`src/rtl/tx_arbiter.sv`:
```
// Round-robin arbiter that shares one UART transmitter between requesters A and B.
// The granted word is sent least-significant byte first, one start strobe per byte.
module tx_arbiter #(
  parameter int NB_DATA = 8,
  parameter int N_BYTES = 2
) (
  input  logic                       i_clk,
  input  logic                       i_reset,
  input  logic                       i_req_a,
  input  logic [NB_DATA*N_BYTES-1:0] i_word_a,
  output logic                       o_done_a,
  input  logic                       i_req_b,
  input  logic [NB_DATA*N_BYTES-1:0] i_word_b,
  output logic                       o_done_b,
  output logic                       o_tx_start,
  output logic [NB_DATA-1:0]         o_tx_data,
  input  logic                       i_tx_done_tick,
  output logic                       o_busy,
  output logic                       o_grant
);

  localparam int NB_WORD = NB_DATA * N_BYTES;
  localparam int NB_CNT  = (N_BYTES > 1) ? $clog2(N_BYTES) : 1;
  localparam logic [NB_CNT-1:0] LAST_BYTE = NB_CNT'(N_BYTES - 1);

  typedef enum logic [1:0] {
    ST_IDLE = 2'd0,
    ST_SEND = 2'd1,
    ST_WAIT = 2'd2,
    ST_DONE = 2'd3
  } state_t;

  state_t               state_r;
  logic [NB_WORD-1:0]   buf_r;
  logic [NB_CNT-1:0]    cnt_r;
  logic                 grant_r;
  logic                 last_grant_r;
  logic                 tx_start_r;
  logic [NB_DATA-1:0]   tx_data_r;
  logic                 done_a_r;
  logic                 done_b_r;
  logic                 busy_r;

  logic                 req_any_s;
  logic                 pick_b_s;
  logic [NB_WORD-1:0]   win_word_s;
  logic [NB_WORD-1:0]   shifted_s;

  // Round-robin winner selection; on a tie the previous owner yields.
  always_comb begin
    req_any_s = 1'b0;
    pick_b_s  = 1'b0;
    if (i_req_a && i_req_b) begin
      req_any_s = 1'b1;
      pick_b_s  = ~last_grant_r;
    end else if (i_req_a) begin
      req_any_s = 1'b1;
      pick_b_s  = 1'b0;
    end else if (i_req_b) begin
      req_any_s = 1'b1;
      pick_b_s  = 1'b1;
    end else begin
      req_any_s = 1'b0;
      pick_b_s  = 1'b0;
    end
    win_word_s = pick_b_s ? i_word_b : i_word_a;
    shifted_s  = buf_r >> NB_DATA;
  end

  // Transfer FSM; every output is loaded on the edge that enters the state it belongs to.
  always_ff @(posedge i_clk or negedge i_reset) begin
    if (!i_reset) begin
      state_r      <= ST_IDLE;
      buf_r        <= '0;
      cnt_r        <= '0;
      grant_r      <= 1'b1;
      last_grant_r <= 1'b1;
      tx_start_r   <= 1'b0;
      tx_data_r    <= '0;
      done_a_r     <= 1'b0;
      done_b_r     <= 1'b0;
      busy_r       <= 1'b0;
    end else begin
      case (state_r)
        ST_IDLE: begin
          tx_start_r <= 1'b0;
          done_a_r   <= 1'b0;
          done_b_r   <= 1'b0;
          if (req_any_s) begin
            buf_r      <= win_word_s;
            cnt_r      <= '0;
            grant_r    <= pick_b_s;
            tx_data_r  <= win_word_s[NB_DATA-1:0];
            tx_start_r <= 1'b1;
            busy_r     <= 1'b1;
            state_r    <= ST_SEND;
          end else begin
            busy_r     <= 1'b0;
            state_r    <= ST_IDLE;
          end
        end
        ST_SEND: begin
          tx_start_r <= 1'b0;
          state_r    <= ST_WAIT;
        end
        ST_WAIT: begin
          if (i_tx_done_tick) begin
            if (cnt_r == LAST_BYTE) begin
              done_a_r <= ~grant_r;
              done_b_r <= grant_r;
              state_r  <= ST_DONE;
            end else begin
              buf_r      <= shifted_s;
              cnt_r      <= cnt_r + NB_CNT'(1);
              tx_data_r  <= shifted_s[NB_DATA-1:0];
              tx_start_r <= 1'b1;
              state_r    <= ST_SEND;
            end
          end else begin
            state_r <= ST_WAIT;
          end
        end
        ST_DONE: begin
          done_a_r     <= 1'b0;
          done_b_r     <= 1'b0;
          last_grant_r <= grant_r;
          busy_r       <= 1'b0;
          state_r      <= ST_IDLE;
        end
        default: begin
          state_r      <= ST_IDLE;
          buf_r        <= '0;
          cnt_r        <= '0;
          grant_r      <= 1'b1;
          last_grant_r <= 1'b1;
          tx_start_r   <= 1'b0;
          tx_data_r    <= '0;
          done_a_r     <= 1'b0;
          done_b_r     <= 1'b0;
          busy_r       <= 1'b0;
        end
      endcase
    end
  end

  assign o_tx_start = tx_start_r;
  assign o_tx_data  = tx_data_r;
  assign o_done_a   = done_a_r;
  assign o_done_b   = done_b_r;
  assign o_busy     = busy_r;
  assign o_grant    = grant_r;

endmodule
```
`config.mk`:
```
export PLATFORM = sky130hd
export DESIGN_NAME = tx_arbiter
export DESIGN_NICKNAME = d
export VERILOG_FILES = /design/src/rtl/tx_arbiter.sv
export SDC_FILE = /design/constraint.sdc
export NUM_CORES = 1
export LEC_CHECK = 0
export CELL_PAD_IN_SITES_DETAIL_PLACEMENT = 0
export CELL_PAD_IN_SITES_GLOBAL_PLACEMENT = 1
export CORE_UTILIZATION = 35
export CTS_BUF_LIST = sky130_fd_sc_hd__clkbuf_4
export DETAILED_ROUTE_END_ITERATION = 8
export GPL_ROUTABILITY_DRIVEN = 0
export HOLD_SLACK_MARGIN = 0.02
export PLACE_DENSITY_LB_ADDON = 0.1
export RECOVER_POWER = 50
export SLEW_MARGIN = 20
export SYNTH_ARGS = -nofsm -noshare
export SYNTH_HDL_FRONTEND = slang
export SYNTH_SLANG_ARGS = --single-unit
```
`constraint.sdc`:
```
create_clock -name i_clk -period 5.1 [get_ports i_clk]
set_clock_uncertainty 0.15 [all_clocks]
set_input_delay 1.02 -clock i_clk [delete_from_list [all_inputs] [get_ports i_clk]]
set_output_delay 1.02 -clock i_clk [all_outputs]
set_load 0.03 [all_outputs]
```
==> metrics <==
Overall Global Routing Usage=0.1692; Max Fclk=358.2 MHz; period utilization=0.5475; min cycle time layout=2.792 ns; DRC Markers=0; DR vias/cell=5.375; vias in the first global route=1188; Net Sw Power=502.6 uW; Static Leak=0.0007970 uW; clock tree buffer depth=2; global route overflow=0; Die W=68.69 um; Layout Nets=226; area of the core=4144 um^2; first drt pass iteration count=4; Die Area=4718 um^2; clock slew at reported path FFs=0.13 ns; type of the worst setup path=in2reg; synthesized area=1556 um^2; Root Driver=clkbuf_4; r2r setup slk=2.50 ns; reg2reg start=state_r[0]; antenna viol nets, final=0; initial drt markers=65; # diodes=0; worst vdd ir=0.3058 mV; WP data required=5.18 ns; Max transition margin=0.07549; first-pass GRT wire length=5823 um; port bufs=49; RSZ-0062 raised after global routing=false; Clock power frac=0.082; setup_tns=0 ns; most frequent cells in the layout=clkdlybuf4s50_1 (46), dfrtp_1 (23), mux2i_1 (16); row cnt=23; postcts setup bufs=0; WL/cell=15.52 um; H-Tree Depth=1; crit path max fanout=16; cell area after layout=2029 um^2; via count=1247; Die Span Y=68.69 um; Total Wirelength=3600 um; Final Max Slew Viols=0; crit end category=flop; HP Start=buf_r[8]; Synthesized Nets=189; P&R area growth vs syn=30.39%; Reg2Reg Depth=5; cell area after placement=2006 um^2; Initial Utilization=0.3756; Worst-Skew Late Latency=0.33 ns; share of flip-flops with an asynchronous set or reset=1.000; Gate Count Post-Synth=146; share of layout cells above drive strength 1=0.08242; # setup viols final=0; Ys Warns=0; PostCTS Resize Cnt=0; Clock Sinks=25; startpoint class of the critical path=input port; combinational fraction of design power=0.587; Final Hold Fails=0; switching share of power=0.4484; IO Pins=50; TritonCTS clock tree=done; Power per Cell Area=552.3 nW/um^2; crit path launch=i_req_b; largest net degree at the start of global routing=26; worst-margin pin slew=1.387 ns; Post-synth top flop=dfrtp_1; hold endpoint=buf_r[8]; Unique masters post-synth=32; P_int=618.3 uW; Num CTS Buffers=3; Fillers=398; maxcap violations=0; most common cell after layout, fill and taps aside=clkdlybuf4s50_1; Worst Path Arrival=2.87 ns; hold-critical path depth=1; status=finished, final reports clean; R2R Path End=buf_r[3]; initial antenna violation count=0; final core utilization=0.4897; register area share after synthesis=0.4035; Mapped Avg Cell Area=10.66 um^2; sequential power share=0.331; Yosys reg bits=25; cts hold-fix bufs=0; HP Class=reg2reg; DP HPWL=2593 um; EDFF count, synth=0
## layout make-up
type / instances / area, um^2 / area share
Clock inverter: 1 / 5.005 / 0.002466
Tap cell: 50 / 62.56 / 0.03083
Sequential cell: 25 / 628.1 / 0.3095
Multi-Input combinational cell: 99 / 802.0 / 0.3952
Clock buffer: 3 / 22.52 / 0.01110
Inverter: 4 / 15.01 / 0.007398
Timing Repair Buffer: 50 / 494.2 / 0.2435
## power by group through the flow
stage / combinational [uW] / clock (uW) / sequential, uW
4_1_cts: 665 / 96.0 / 370
2_1_floorplan: 495 / 0 / 376
3_3_place_gp: 650 / 0 / 371
5_1_grt: 722 / 104 / 386
6_report: 659 / 91.7 / 371
3_5_place_dp: 662 / 0 / 374
## synthesized netlist by cell type, types with 4 or more instances
library cell	number	area, um^2
o21ai_0	5	25.02
a221oi_1	8	70.07
mux2i_1	16	160.2
o32ai_1	8	70.07
dfrtp_1	23	575.6
ha_1	6	75.07
nand2b_1	12	75.07
o2bb2ai_1	8	70.07
nand2_1	5	18.77
buf_2	4	20.02
buf_4	9	67.56
inv_1	4	15.01
a21oi_1	12	60.06
## per-stage QoR
stage          setup WS (ns)  hold slack, ns  cells  power, uW
6_report               2.308          0.3461    232       1121
5_1_grt                2.113          0.3842    232       1212
4_1_cts                2.339          0.3529    232       1131
3_5_place_dp           1.994          0.3175    228       1036
3_3_place_gp           1.790          0.3156    228       1020
2_1_floorplan          2.951          0.2977    146      870.8
## worst max path at each step
stage / end / slack, ns / cells after the start
final: buf_r[4] / 2.31 / 4
after global routing: buf_r[6] / 2.11 / 4
after CTS: o_grant / 2.34 / 1
after detailed placement: buf_r[6] / 1.99 / 4
after global placement: buf_r[3] / 1.79 / 4
after floorplan: buf_r[0] / 2.95 / 4
## metal layers
metal	wire, um	global-route usage	vias up
met5	0	0	-
met4	12	0.02344	0
li1	-	-	622
met1	1749	0.2376	584
met2	1644	0.2672	39
met3	193	0.04112	2
## registers in the layout (all words and copies together) (netlist names)
name	count
o_done_a	1
o_grant	1
o_tx_start	1
buf_r	16
state_r	2
last_grant_r	1
o_done_b	1
o_busy	1
cnt_r	1
## logic make-up after synthesis
logic type / synth area share
compound gates: 0.2436
mux: 0.1174
buf+inv: 0.08842
flops: 0.4035
simple gates: 0.09888
fa+ha+maj: 0.04823
## critical path, stage by stage
cell           delay [ns]
dlygate4sd3_1        0.69
a21boi_4             0.66
mux2i_1              0.18
a221oi_1             0.31
No activity file was read; power rests on OpenSTA's default activity.
